<file path="src/rtl/uart_frame_pkg.sv">
// Shared types and constants for the UART frame parser: FSM states, header bytes,
// error codes and the running-checksum helper.
package uart_frame_pkg;

  typedef enum logic [2:0] {
    ST_IDLE,
    ST_HDR2,
    ST_LEN,
    ST_PAYLOAD,
    ST_CHK,
    ST_DRAIN
  } state_t;

  localparam logic [7:0] HDR0 = 8'h55;
  localparam logic [7:0] HDR1 = 8'hAA;

  localparam logic [1:0] ERR_NONE = 2'b00;
  localparam logic [1:0] ERR_LEN  = 2'b01;
  localparam logic [1:0] ERR_CHK  = 2'b10;
  localparam logic [1:0] ERR_TO   = 2'b11;

  // Modulo-256 accumulate; the carry out is intentionally dropped.
  function automatic logic [7:0] chk_add(input logic [7:0] acc, input logic [7:0] b);
    return acc + b;
  endfunction

endpackage

</file>
<file path="src/rtl/frame_buf.sv">
// Payload store: single synchronous write port, single combinational read port.
module frame_buf #(
  parameter int DEPTH  = 16,
  parameter int DATA_W = 8,
  parameter int ADDR_W = (DEPTH > 1) ? $clog2(DEPTH) : 1
) (
  input  logic              clk,
  input  logic              we,
  input  logic [ADDR_W-1:0] wr_addr,
  input  logic [DATA_W-1:0] wr_data,
  input  logic [ADDR_W-1:0] rd_addr,
  output logic [DATA_W-1:0] rd_data
);

  logic [DATA_W-1:0] mem [DEPTH];

  always_ff @(posedge clk) begin
    if (we) mem[wr_addr] <= wr_data;
  end

  assign rd_data = mem[rd_addr];

endmodule

</file>
<file path="src/rtl/uart_frame_parser.sv">
// Parses 0x55 0xAA LEN payload CHK frames from a byte stream, checks the checksum,
// and replays the buffered payload on a valid/ready interface.
module uart_frame_parser
  import uart_frame_pkg::*;
#(
  parameter int CLK_FREQ = 50_000_000,
  parameter int BAUD     = 9600,
  parameter int MAX_LEN  = 16,
  parameter int TO_BYTES = 3
) (
  input  logic       clk,
  input  logic       rst,
  input  logic [7:0] rx_data,
  input  logic       rx_valid,
  output logic [7:0] pl_data,
  output logic       pl_valid,
  input  logic       pl_ready,
  output logic       pl_last,
  output logic       frame_ok,
  output logic       frame_err,
  output logic [1:0] err_code,
  output logic       rx_drop
);

  localparam int TO_LIMIT = TO_BYTES * 10 * (CLK_FREQ / BAUD);
  localparam int TO_W     = $clog2(TO_LIMIT + 1);
  localparam int IDX_W    = (MAX_LEN > 1) ? $clog2(MAX_LEN) : 1;

  state_t            state;
  logic [7:0]        len;
  logic [7:0]        sum;
  logic [IDX_W-1:0]  wr_idx;
  logic [IDX_W-1:0]  rd_idx;
  logic [IDX_W-1:0]  rd_addr;
  logic [7:0]        rd_data;
  logic [TO_W-1:0]   to_cnt;
  logic              counting;
  logic              timeout;
  logic              buf_we;

  assign counting = (state == ST_HDR2) || (state == ST_LEN) ||
                    (state == ST_PAYLOAD) || (state == ST_CHK);
  assign timeout  = counting && (to_cnt == TO_W'(TO_LIMIT - 1));
  assign buf_we   = (state == ST_PAYLOAD) && rx_valid && !timeout;

  // The read port looks one byte ahead so pl_data can be registered on each handshake;
  // outside DRAIN it points at byte 0, ready for the checksum-match cycle.
  assign rd_addr = (state == ST_DRAIN) ? rd_idx + IDX_W'(1) : '0;

  frame_buf #(
    .DEPTH  (MAX_LEN),
    .DATA_W (8),
    .ADDR_W (IDX_W)
  ) u_buf (
    .clk     (clk),
    .we      (buf_we),
    .wr_addr (wr_idx),
    .wr_data (rx_data),
    .rd_addr (rd_addr),
    .rd_data (rd_data)
  );

  always_ff @(posedge clk or posedge rst) begin
    if (rst) begin
      state     <= ST_IDLE;
      len       <= '0;
      sum       <= '0;
      wr_idx    <= '0;
      rd_idx    <= '0;
      to_cnt    <= '0;
      pl_data   <= 8'h00;
      pl_valid  <= 1'b0;
      pl_last   <= 1'b0;
      frame_ok  <= 1'b0;
      frame_err <= 1'b0;
      err_code  <= ERR_NONE;
      rx_drop   <= 1'b0;
    end else begin
      frame_ok  <= 1'b0;
      frame_err <= 1'b0;
      rx_drop   <= 1'b0;

      if (!counting || rx_valid || timeout) to_cnt <= '0;
      else                                  to_cnt <= to_cnt + TO_W'(1);

      // Timeout wins over a byte landing in the same cycle; that byte is dropped.
      if (timeout) begin
        state     <= ST_IDLE;
        frame_err <= 1'b1;
        err_code  <= ERR_TO;
      end else begin
        case (state)
          ST_IDLE: begin
            if (rx_valid && rx_data == HDR0) state <= ST_HDR2;
          end
          ST_HDR2: begin
            if (rx_valid) begin
              if (rx_data == HDR1)      state <= ST_LEN;
              else if (rx_data != HDR0) state <= ST_IDLE;
            end
          end
          ST_LEN: begin
            if (rx_valid) begin
              if (rx_data == 8'd0 || rx_data > 8'(MAX_LEN)) begin
                frame_err <= 1'b1;
                err_code  <= ERR_LEN;
                state     <= ST_IDLE;
              end else begin
                len    <= rx_data;
                sum    <= rx_data;
                wr_idx <= '0;
                state  <= ST_PAYLOAD;
              end
            end
          end
          ST_PAYLOAD: begin
            if (rx_valid) begin
              sum    <= chk_add(sum, rx_data);
              wr_idx <= wr_idx + IDX_W'(1);
              if (8'(wr_idx) == len - 8'd1) state <= ST_CHK;
            end
          end
          ST_CHK: begin
            if (rx_valid) begin
              if (rx_data == sum) begin
                frame_ok <= 1'b1;
                pl_valid <= 1'b1;
                pl_data  <= rd_data;
                pl_last  <= (len == 8'd1);
                rd_idx   <= '0;
                state    <= ST_DRAIN;
              end else begin
                frame_err <= 1'b1;
                err_code  <= ERR_CHK;
                state     <= ST_IDLE;
              end
            end
          end
          ST_DRAIN: begin
            rx_drop <= rx_valid;
            if (pl_valid && pl_ready) begin
              if (pl_last) begin
                pl_valid <= 1'b0;
                pl_last  <= 1'b0;
                state    <= ST_IDLE;
              end else begin
                rd_idx  <= rd_idx + IDX_W'(1);
                pl_data <= rd_data;
                pl_last <= (8'(rd_idx) + 8'd2 == len);
              end
            end
          end
          default: state <= ST_IDLE;
        endcase
      end
    end
  end

endmodule
</file>
<file path="config.mk">
export PLATFORM = sky130hd
export DESIGN_NAME = uart_frame_parser
export DESIGN_NICKNAME = d
export VERILOG_FILES = /design/src/rtl/uart_frame_pkg.sv /design/src/rtl/frame_buf.sv /design/src/rtl/uart_frame_parser.sv
export SDC_FILE = /design/constraint.sdc
export NUM_CORES = 1
export LEC_CHECK = 0
export BUFFER_PORTS_ARGS = -buffer_cell sky130_fd_sc_hd__buf_2
export CAP_MARGIN = 20
export CORE_MARGIN = 8
export CORE_UTILIZATION = 58
export CTS_BUF_LIST = sky130_fd_sc_hd__clkbuf_8
export CTS_CLUSTER_SIZE = 24
export DETAILED_ROUTE_END_ITERATION = 10
export GPL_ROUTABILITY_DRIVEN = 1
export PLACE_DENSITY = 0.77
export SLEW_MARGIN = 20
export SYNTH_ARGS = -nofsm -noshare
export SYNTH_HDL_FRONTEND = slang
export SYNTH_SLANG_ARGS = --single-unit
</file>
<file path="constraint.sdc">
create_clock -name clk -period 2.7 [get_ports clk]
set_clock_uncertainty 0.15 [all_clocks]
set_input_delay 0.135 -clock clk [delete_from_list [all_inputs] [get_ports clk]]
set_output_delay 0.135 -clock clk [all_outputs]
set_load 0.03 [all_outputs]
</file>
Word-level counts from Yosys, hierarchy flattened
Memory sizes are Yosys's and may differ from the RTL's. Index checks and enable logic that the tools add are counted.

Flip-flop bits (word level): 60. Latch bits: 0. Memory bits (writable): 128. ROM bits: 0. Input port bits: 12. Output and inout bits: 15. Logic and storage cells: 144. Memories kept: 1.

Add/sub/neg operators: 6. $mul: 0. Divide/modulo/power cells: 0. $lt $le $gt $ge: 1. Equality and inequality tests: 32. Shift operators: 0. Multiplexer cells: 64. Bitwise operators: 2. Reductions and logical operators: 25.

Memory list: u_buf.mem (depth 16, width 8, read ports 1, clocked after Yosys merged registers in 0, wr ports 1, RTL line frame_buf.sv:15) `logic [DATA_W-1:0] mem [DEPTH];`.

Operators by type and width (count): $mux W8 (7); $mux W3 (12); $mux W4 (8); $pmux W8 S2 (2); $mux W1 (21); $ne A3 B3 Y1 const B (7); $add A18 B1 Y18 const B (1); $eq A18 B18 Y1 const B (1); $mux W18 (1); $pmux W3 S6 (1); $pmux W4 S2 (2); $reduce_and A5 Y1 (3); $mux W2 (6); $ne A2 B2 Y1 const B (6); $reduce_and A6 Y1 (2); $ne A3 B2 Y1 const B (3); $reduce_and A9 Y1 (1); $add A4 B1 Y4 const B (2); $add A8 B8 Y8 (1); $eq A4 B8 Y1 (1); $eq A5 B8 Y1 (1); $eq A8 B1 Y1 const B (1); $eq A8 B7 Y1 const B (1); $eq A8 B8 Y1 (1); other kinds (21) (38).

Longest topological paths before layout
Gate-level depths: netlist (run 1).

Depth in word-level cells: 9. Mapped depth: 11. Mapped depth without buffers: 9.

Cells and area by module
From an unflattened synthesis (run 1), not the netlist that was laid out.

Cell total of the unflattened synthesis: 582. Area, all modules: 8485.6 µm².

Modules (own cells, without submodules): frame_buf (times used 1, cells each 221, area each 4987.3 µm², sequential area each 3843.7 µm²); uart_frame_parser (times used 1, cells each 361, area each 3498.4 µm², sequential area each 1501.4 µm²).

Least setup slack after synthesis (run 1)
No wires, ideal clock.

Path type: register to register. From: register sum[4]. To: register pl_data[6]. Setup time: 0.128 ns. Data arrival time: 2.426 ns. Data required time: 2.422 ns. Setup slack: -0.003 ns. Cell stages (with the launch flop): 7. Path buffers: 0. Period minus slack after synthesis: 2.703 ns. Cell sequence: dfrtp_1 ha_1 or4_4 or4_4 a32oi_4 nand2_4 mux2_1.

Cells in the longest elaborated chain, start to end: 3.

RTL lines: start, declared (RTL line uart_frame_parser.sv:31) `logic [7:0] sum;`; start signal, assigned (RTL line uart_frame_parser.sv:110) `sum <= rx_data;`; start signal, assigned (RTL line uart_frame_parser.sv:118) `sum <= chk_add(sum, rx_data);`; $eq A8 B8 Y1 (RTL line uart_frame_parser.sv:125) `if (rx_data == sum) begin`; $ne A2 B1 Y1 (no line); $reduce_and A6 Y1 (no line); end signal, assigned (RTL line uart_frame_parser.sv:128) `pl_data <= rd_data;`; end signal, assigned (RTL line uart_frame_parser.sv:148) `pl_data <= rd_data;`; end, declared (RTL line uart_frame_parser.sv:15) `output logic [7:0] pl_data,`.

No other way between the ends. A chain may end at the register's enable or synchronous reset.

Worst setup path after layout (run 1)
From: register sum[2]. To: register pl_data[7].

The elaborated chain is that of the path after synthesis.

==> flow_summary.ini, run 1 <==
[route]
drt_first_iter_violations = 591
detailedRoute.firstPassIterationCount = 6
ant_nets = 0
vias = 6146
wl_per_cell_um = 22.09
detail_route.vias_per_cell = 6.330
route.detailed.drc = 0
drt-total-wl_um = 21450

[synthesis]
synth.top_cell.area_share_pct = 44.66
avgSynthCellArea_um2 = 12.58
synth_async_sr_flop_share_pct = 31.91
ys_warn_count = 0
synth-edff-count = 128
synth_flop_cell = edfxtp_1
syn_area_mm2 = 0.008607
yosys.area.top_type = edfxtp_1
synth_fp_nets = 713
synthDistinctLibCells = 69
yosys_register_bits = 188
ys_seq_area_share_pct = 62.10
postSynthCellCount = 684
synthTopCellsByArea = edfxtp_1, dfrtp_1, nand2_1, xor2_1, ha_1

[timing]
setup_viol = 0
tightest_slew_ns = 0.9531
maxSlewHeadroom_pct = 36.23
worst_slack_ns = 0.004323
fin_crit_ns = 2.696
slew_viol_final = 0
period_share_pct = 99.84
finalHoldViolations = 0
rsz0062_at_grt = yes
fmax_mhz = 371.0

[global_route]
grt_pass1_wl_um = 33350
antenna_found_initial = 0
grt_overflow_total = 0
grt_pass1_vias = 6032
grt_max_degree = 39
grt.total_usage_pct = 23.60

[cells_and_area]
final_core_util_pct = 68.87
drive_gt1_share_pct = 23.89
syn_to_final_growth_pct = 16.30
final_common_cell = edfxtp_1
multiInputGateArea_mm2 = 0.003184
final_cell_mix = edfxtp_1, buf_4, nand2_1, dfrtp_1, nor2_1
fillers = 1011
regArea_mm2 = 0.005345
num-nets-final = 803
antenna_cells = 0
final_area_mm2 = 0.01001

[place]
dpl.hpwl_um = 14630
place_ws_ns = -0.1979
io_buffers = 26
place_congestion = 0.8956
post_dp_cell_area_mm2 = 0.009348

[clocking]
cts_tree = built
clk_latency_ns = 0.48
clock_sinks = 188
clockRootBuffer = clkbuf_8
ctsHtreeMaxLevel = 4
path_clk_slew_ns = 0.09
cts_inserted_buffers = 17
cts_buffer_depth = 2

[min_path]
hold_class = in -> reg
min_from = rx_data[4]

[power]
p_per_area_mw_per_mm2 = 552.4
p_leak_uw = 0.003768
max-vdd-ir-drop_uv = 249.0
totalPowerFinal_uw = 5529

[setup_path]
path_common_cell = or4_4
critPathMaxFanout = 6
slowest_delay_ns = 0.55
crit_arrival_ns = 2.91
crit_type = reg -> reg
crit_chain = ha_4 -> or4_4 -> or4_4 -> a32oi_4 -> buf_6 -> nand2_8 -> mux2_4
endpoint_kind = flop
start_kind = flop
critPathLaunch = sum[2]
timing.rr.start = sum[2]
worstPathRequired_ns = 2.92
crit_slowest_cell = or4_4

[floorplanning]
core_area_mm2 = 0.01453
row_count = 44
die_height_um = 137.8
die_width_um = 137.8
io_pins = 27
start_util_pct = 59.22
dieArea_mm2 = 0.01899

[flow_run]
drv_cap = 0

[status]
status = complete, no violations
-- kinds of logic after synthesis --
logic type	after synthesis	share of synthesized area, %
AND/OR/NAND/NOR	236	14.14
buffers and inverters	55	2.980
flip-flops	188	62.10
multiplexers	35	4.753
XOR/XNOR	37	3.765
AO/OA/AOI/OAI	116	9.697
adder cells (fa/ha/maj)	17	2.558
-- synth_stat cells, types with 11 or more instances --
cell type,number
clkbuf_1,18
nor2_1,44
ha_1,16
nand2_1,67
mux2i_1,15
nor4_1,11
xnor2_1,13
inv_1,19
nor3_1,20
a31oi_1,11
o21ai_0,20
dfrtp_1,60
mux2_2,15
nor2b_1,14
nand3_1,29
a211oi_1,21
o221ai_1,11
edfxtp_1,128
xor2_1,24
-- power breakdown --
group	switching [µW]	internal (µW)
clock	970	989
combinational	275	168
sequential	22.2	3110
total	1270	4260
-- state kept, by name (all words and copies together) (netlist names) --
signal	flops
u_buf.mem	128
to_cnt	18
len	8
pl_data	8
sum	8
rd_idx	4
wr_idx	4
state	3
err_code	2
frame_err	1
frame_ok	1
pl_last	1
pl_valid	1
rx_drop	1
-- path summary, 6_finish.rpt --
check | end | slack (ns) | depth (start not counted)
setup reg to reg | pl_data[7] | 0.004 | 7
min in group asynchronous | pl_data[5] | 0.11 | 3
hold reg to reg | sum[6] | 0.36 | 2
max in group asynchronous | state[2] | 1.60 | 4
setup / recovery | pl_data[7] | 0.004 | 7
hold / removal | u_buf.mem[3][4] | 0.04 | 2
-- timing repair --
item | 4_1_cts | 5_1_grt
gates cloned | 0 | 1
gates resized for setup | 12 | 15
hold buffers | 3 | 0
pin swaps | 6 | 2
setup endpoints to repair | 14 | 46
endpoints found under the hold margin | 25 | 0
buffers inserted | 5 | 2
-- area by class of cell --
cell class,count,share of cell area (%)
Sequential cell,188,53.40
Multi-Input combinational cell,442,31.81
Timing Repair Buffer,106,7.613
Clock buffer,17,2.337
Tap cell,184,2.300
Clock inverter,15,1.825
Inverter,19,0.7125
-- routing by layer --
metal | part of all wire, % | global-route usage, % | up-vias | wire [µm]
met4 | 4.2 | 12.42 | 0 | 908
met1 | 40 | 30.07 | 3029 | 8541
met3 | 7.1 | 4.267 | 65 | 1524
met5 | 0 | 0 | - | 0
met2 | 49 | 37.87 | 304 | 10480
li1 | - | - | 2748 | -
-- worst max-delay path, delay by kind of cell (launching register included) --
kind / cells / cell delay [ns]
multiplexers: 1 / 0.31
buffers and inverters: 1 / 0.18
AO/OA/AOI/OAI: 1 / 0.23
flip-flops: 1 / 0.41
AND/OR/NAND/NOR: 3 / 1.08
adder cells (fa/ha/maj): 1 / 0.23
-- through the flow --
step	std cells	hold WS, ns	setup TNS, ns
finish	971	0.04075	0
global route	971	0.02612	-0.9784
CTS	968	0.009409	-0.7646
detailed placement	928	0.07731	-1.314
global placement	928	0.05551	-0.2933
floorplan	684	0.08387	0
Power figures use the tool's default switching activity.
==> inputs of run 2 (changes only) <==
--- a/config.mk
+++ b/config.mk
@@ -8,12 +8,12 @@
 export BUFFER_PORTS_ARGS = -buffer_cell sky130_fd_sc_hd__buf_2
 export CAP_MARGIN = 20
 export CORE_MARGIN = 8
-export CORE_UTILIZATION = 58
-export CTS_BUF_LIST = sky130_fd_sc_hd__clkbuf_8
+export CORE_UTILIZATION = 62
+export CTS_BUF_LIST = sky130_fd_sc_hd__clkbuf_8 sky130_fd_sc_hd__clkbuf_16
 export CTS_CLUSTER_SIZE = 24
 export DETAILED_ROUTE_END_ITERATION = 10
 export GPL_ROUTABILITY_DRIVEN = 1
-export PLACE_DENSITY = 0.77
+export PLACE_DENSITY = 0.79
 export SLEW_MARGIN = 20
 export SYNTH_ARGS = -nofsm -noshare
 export SYNTH_HDL_FRONTEND = slang
==> constraint.sdc (replaced) <==
create_clock -name clk -period 3 [get_ports clk]
set_clock_uncertainty 0.15 [all_clocks]
set_input_delay 0.15 -clock clk [delete_from_list [all_inputs] [get_ports clk]]
set_output_delay 0.15 -clock clk [all_outputs]
set_load 0.03 [all_outputs]
==> flow_summary.ini, run 2 (synthesis gave the netlist of run 1 again) <==
[setup_path]
path_buf_inv = 0
crit_slowest_cell = or4_4
path_common_cell = or4_4
start_kind = flop
critPathMaxFanout = 18
crit_type = reg -> reg
worst_r2r_path_depth = 6
timing.rr.start = sum[2]
reg2reg_slack_ns = 0.09
cp_top_family = simple AND/OR/NAND/NOR gates
endpoint_kind = flop
critPathLaunch = sum[2]
slowest_delay_ns = 0.59
crit_chain = ha_1 -> or4_4 -> or4_4 -> a32oi_4 -> nand2_4 -> mux2_1
rr_endpoint = pl_data[7]
worstPathRequired_ns = 3.18
crit_arrival_ns = 3.09

[power]
p_leak_uw = 0.003689
p_per_area_mw_per_mm2 = 549.8
max-vdd-ir-drop_uv = 449.1

[place]
place_congestion = 0.9293
dpl.hpwl_um = 14320
io_buffers = 26
place_ws_ns = 0.1026
placedCellCount = 904

[floorplanning]
io_pins = 27
row_count = 43
core_area_mm2 = 0.01372
die_width_um = 133.8
dieArea_mm2 = 0.01791
start_util_pct = 62.74
die_height_um = 133.8

[flow_run]
drv_cap = 0

[timing]
period_share_pct = 97.10
worst_slack_ns = 0.08699
fmax_mhz = 343.3
fin_crit_ns = 2.913
slew_viol_final = 0
finalHoldViolations = 0
rsz0062_at_grt = yes
maxSlewHeadroom_pct = 50.92
tightest_slew_ns = 0.7329
setup_viol = 0

[route]
detail_route.vias_per_cell = 6.525
drt_first_iter_violations = 744
route.detailed.drc = 0
drt-total-wl_um = 21270
detailedRoute.firstPassIterationCount = 7
ant_nets = 0
vias = 6120
wl_per_cell_um = 22.67

[cells_and_area]
multiInputGateArea_mm2 = 0.003037
reg_top3 = u_buf.mem x128, to_cnt x18
antenna_cells = 0
syn_to_final_growth_pct = 13.74
largest_register_ffs = 128
stdcell_count = 938
regArea_mm2 = 0.005345
largest-register = u_buf.mem
fillers = 912
num-nets-final = 774
final_common_cell = edfxtp_1
final_cell_mix = edfxtp_1, nand2_1, dfrtp_1, buf_4, nor2_1
drive_gt1_share_pct = 19.00

[global_route]
grt_max_degree = 41
grt_overflow_total = 0
grt_pass1_wl_um = 33150
grt_pass1_vias = 5856
grt.total_usage_pct = 24.49
antenna_found_initial = 0

[clocking]
cts_tree = built
path_clk_slew_ns = 0.08
cts_inserted_buffers = 17
clock_sinks = 188
cts_buffer_depth = 2
clk_latency_ns = 0.45
clockRootBuffer = clkbuf_16
ctsHtreeMaxLevel = 4
cts_setup_buffers = 0

[min_path]
hold_class = in -> reg
worstHoldPathCells = 1
min_from = rx_data[7]
min_delay_worst_endpoint = u_buf.mem[11][7]

[status]
status = complete, no violations
run 2: changes by cell type in the layout (fill, tap and decap cells not counted), moves of 4 or more:
| cell | delta |
|---|---|
| bufinv_16 | -4 |
| inv_8 | +8 |
| clkbuf_8 | -17 |
| nand2_1 | +5 |
| nand2_2 | -5 |
| buf_4 | -24 |
| ha_4 | -6 |
| ha_1 | +6 |
| clkbuf_16 | +17 |
run 2: cell type report:
cell class	instances	area share, %
multi-input combinational	441	31.02
clock buffer	17	4.346
tap	180	2.301
timing repair buffer	78	5.496
inverter	19	0.7285
sequential	188	54.60
clock inverter	15	1.508
run 2: routing by layer:
| metal | track usage [%] | routed length (µm) | vias to the layer above |
|---|---|---|---|
| li1 | - | - | 2695 |
| met1 | 32.07 | 8593 | 3045 |
| met2 | 38.45 | 10130 | 324 |
| met3 | 5.460 | 1840 | 56 |
| met4 | 11.17 | 704 | 0 |
| met5 | 0 | 0 | - |
run 2: repair_timing:
action                                 CTS  global route
endpoints found under the hold margin   28             0
setup endpoints to repair                0             7
gates resized for setup                  0             3
hold buffers                             2             0
run 2: power by group:
group | internal [µW] | leakage, µW | total (µW) | switching (µW)
Combinational | 113 | 0.00143 | 339 | 226
Clock | 1110 | 0.000281 | 2210 | 1090
Sequential | 2800 | 0.00198 | 2840 | 41.7
Total | 4020 | 0.00369 | 5380 | 1360
run 2: per-stage QoR:
step           utilization, %  hold WS [ns]  power (µW)   TNS, ns  cell area [µm²]
4_1_cts                 71.24       0.05369        5384         0             9773
3_3_place_gp            66.91        0.1011        3200         0             9180
6_report                71.35       0.05609        5382         0             9789
5_1_grt                 71.35       0.06586        5516  -0.01338             9789
3_5_place_dp            66.91        0.1079        3217         0             9180
2_1_floorplan               -       0.09887        3083         0             8607
run 2: worst max path at each step:
stage	cells after the start	slack [ns]	end
after floorplan	6	0.30	pl_data[6]
after global placement	6	0.16	pl_data[7]
after detailed placement	6	0.10	pl_data[7]
after CTS	6	0.09	pl_data[7]
after global routing	7	-0.01	pl_data[1]
final	6	0.09	pl_data[7]
==> inputs of run 3 (changes only) <==
--- a/config.mk
+++ b/config.mk
@@ -8,12 +8,12 @@
 export BUFFER_PORTS_ARGS = -buffer_cell sky130_fd_sc_hd__buf_2
 export CAP_MARGIN = 20
 export CORE_MARGIN = 8
-export CORE_UTILIZATION = 62
+export CORE_UTILIZATION = 67
 export CTS_BUF_LIST = sky130_fd_sc_hd__clkbuf_8 sky130_fd_sc_hd__clkbuf_16
 export CTS_CLUSTER_SIZE = 24
 export DETAILED_ROUTE_END_ITERATION = 10
 export GPL_ROUTABILITY_DRIVEN = 1
-export PLACE_DENSITY = 0.79
+export PLACE_DENSITY = 0.84
 export SLEW_MARGIN = 20
 export SYNTH_ARGS = -nofsm -noshare
 export SYNTH_HDL_FRONTEND = slang
==> constraint.sdc (replaced) <==
create_clock -name clk -period 3.6 [get_ports clk]
set_clock_uncertainty 0.15 [all_clocks]
set_input_delay 0.18 -clock clk [delete_from_list [all_inputs] [get_ports clk]]
set_output_delay 0.18 -clock clk [all_outputs]
set_load 0.03 [all_outputs]
==> flow_summary.ini, run 3 (synthesis gave the netlist of run 1 again) <==
[floorplanning]
start_util_pct = 68.48
die_width_um = 129.3
io_pins = 27
die_height_um = 129.3
dieArea_mm2 = 0.01673
row_count = 41
core_area_mm2 = 0.01257

[cells_and_area]
antenna_cells = 0
drive_gt1_share_pct = 17.56
final_area_mm2 = 0.009764
syn_to_final_growth_pct = 13.45
final_cell_mix = edfxtp_1, nand2_1, dfrtp_1, nor2_1, buf_4
reg_top3 = u_buf.mem x128, to_cnt x18
largest-register = u_buf.mem
final_common_cell = edfxtp_1
final_core_util_pct = 77.69
largest_register_ffs = 128
num-nets-final = 762

[setup_path]
rr_endpoint = pl_data[6]
crit_type = reg -> reg
worstPathRequired_ns = 3.75
critPathMaxFanout = 18
start_kind = flop
crit_arrival_ns = 3.20
critPathLaunch = sum[2]
timing.rr.start = sum[2]
reg2reg_slack_ns = 0.55
endpoint_kind = flop
worst_r2r_path_depth = 6

[clocking]
holdBufCountCts = 2
clockRootBuffer = clkbuf_16
cts_tree = built
ctsResizeCount = 0
cts_setup_buffers = 0
cts_buffer_depth = 2
ctsHtreeMaxLevel = 4
cts_inserted_buffers = 17
clk_latency_ns = 0.43
path_clk_slew_ns = 0.07
clock_sinks = 188

[route]
vias = 6114
detailedRoute.firstPassIterationCount = 5
drt-total-wl_um = 21000
wl_per_cell_um = 22.88
drt_first_iter_violations = 788
ant_nets = 0
route.detailed.drc = 0
detail_route.vias_per_cell = 6.660

[power]
p_comb_share_pct = 6.2
p_per_area_mw_per_mm2 = 481.9
p_seq_share_pct = 49.9
swShare_pct = 21.44
max-vdd-ir-drop_uv = 265.5
p_leak_uw = 0.003657
clkPwrFrac_pct = 43.9
totalPowerFinal_uw = 4705
power.internal_uw = 3697
p_sw_uw = 1009

[timing]
holdWs_ns = 0.04270
fmax_mhz = 327.4
maxSlewHeadroom_pct = 37.55
finalHoldViolations = 0
period_share_pct = 84.84
setup_viol = 0
tightest_slew_ns = 0.9333
timing.setup.tns_ns = 0
fin_crit_ns = 3.054
slew_viol_final = 0
rsz0062_at_grt = no

[global_route]
grt.total_usage_pct = 26.61
grt_util_met3_pct = 5.341
antenna_found_initial = 0
grt_pass1_vias = 6193
top_usage_layer = met2
grt_pass1_wl_um = 33510
grt_overflow_total = 0
use_met2_pct = 43.32
grt_max_degree = 48
grt_use_met1_pct = 33.12

[flow_run]
drv_cap = 0

[place]
dpl.hpwl_um = 13480
io_buffers = 26
place_congestion = 0.9051
post_dp_cell_area_mm2 = 0.009080

[status]
status = complete, no violations

[min_path]
min_delay_worst_endpoint = u_buf.mem[12][5]
hold_class = in -> reg
min_from = rx_data[5]
worstHoldPathCells = 1
[run 3: cell count changes in the layout (fill, tap and decap cells not counted), moves of 2 or more]
cell,before,now
buf_4,49,37
inv_8,8,0
bufinv_16,0,5
clkinvlp_4,1,4
clkbuf_8,0,2
clkinv_1,2,0
[run 3: final cells by class]
class / count / area (µm²)
inverters: 19 / 71.32
multi-input cells: 441 / 3020
fillers: 724 / 2804
repair buffers: 66 / 447.9
clock inverters: 13 / 211.5
clock buffers: 19 / 452.9
flip-flops and latches: 188 / 5345
well taps: 172 / 215.2
[run 3: routing by layer]
metal / wire length, µm / up-vias
li1: - / 2672
met1: 8014 / 2978
met2: 10460 / 384
met3: 1683 / 80
met4: 843 / 0
met5: 0 / -
[run 3: how the worst max path moves through the flow]
stage,endpoint
finish,pl_data[6]
global route,pl_data[6]
global placement,pl_data[6]
CTS,pl_data[6]
detailed placement,pl_data[7]
floorplan,pl_data[6]
[run 3: metrics by stage]
stage / cells / setup WS [ns]
finish: 918 / 0.5456
global route: 918 / 0.5014
CTS: 918 / 0.5740
detailed placement: 884 / 0.5443
global placement: 884 / 0.6626
floorplan: 684 / 0.8967
[run 3: worst max-delay path, cell delays in order (launching register included)]
cell     delay (ns)
dfrtp_1        0.39
ha_1           0.35
or4_4          0.58
or4_4          0.58
a32oi_4        0.28
nand2_4        0.20
mux2_1         0.39
[run 3: power groups by stage]
stage                     combinational [µW]  clock, µW  sequential (µW)
after floorplan                          171          0             2400
after global placement                   265          0             2390
after detailed placement                 281          0             2390
after CTS                                286       2070             2350
after global routing                     317       2150             2350
final                                    291       2070             2350
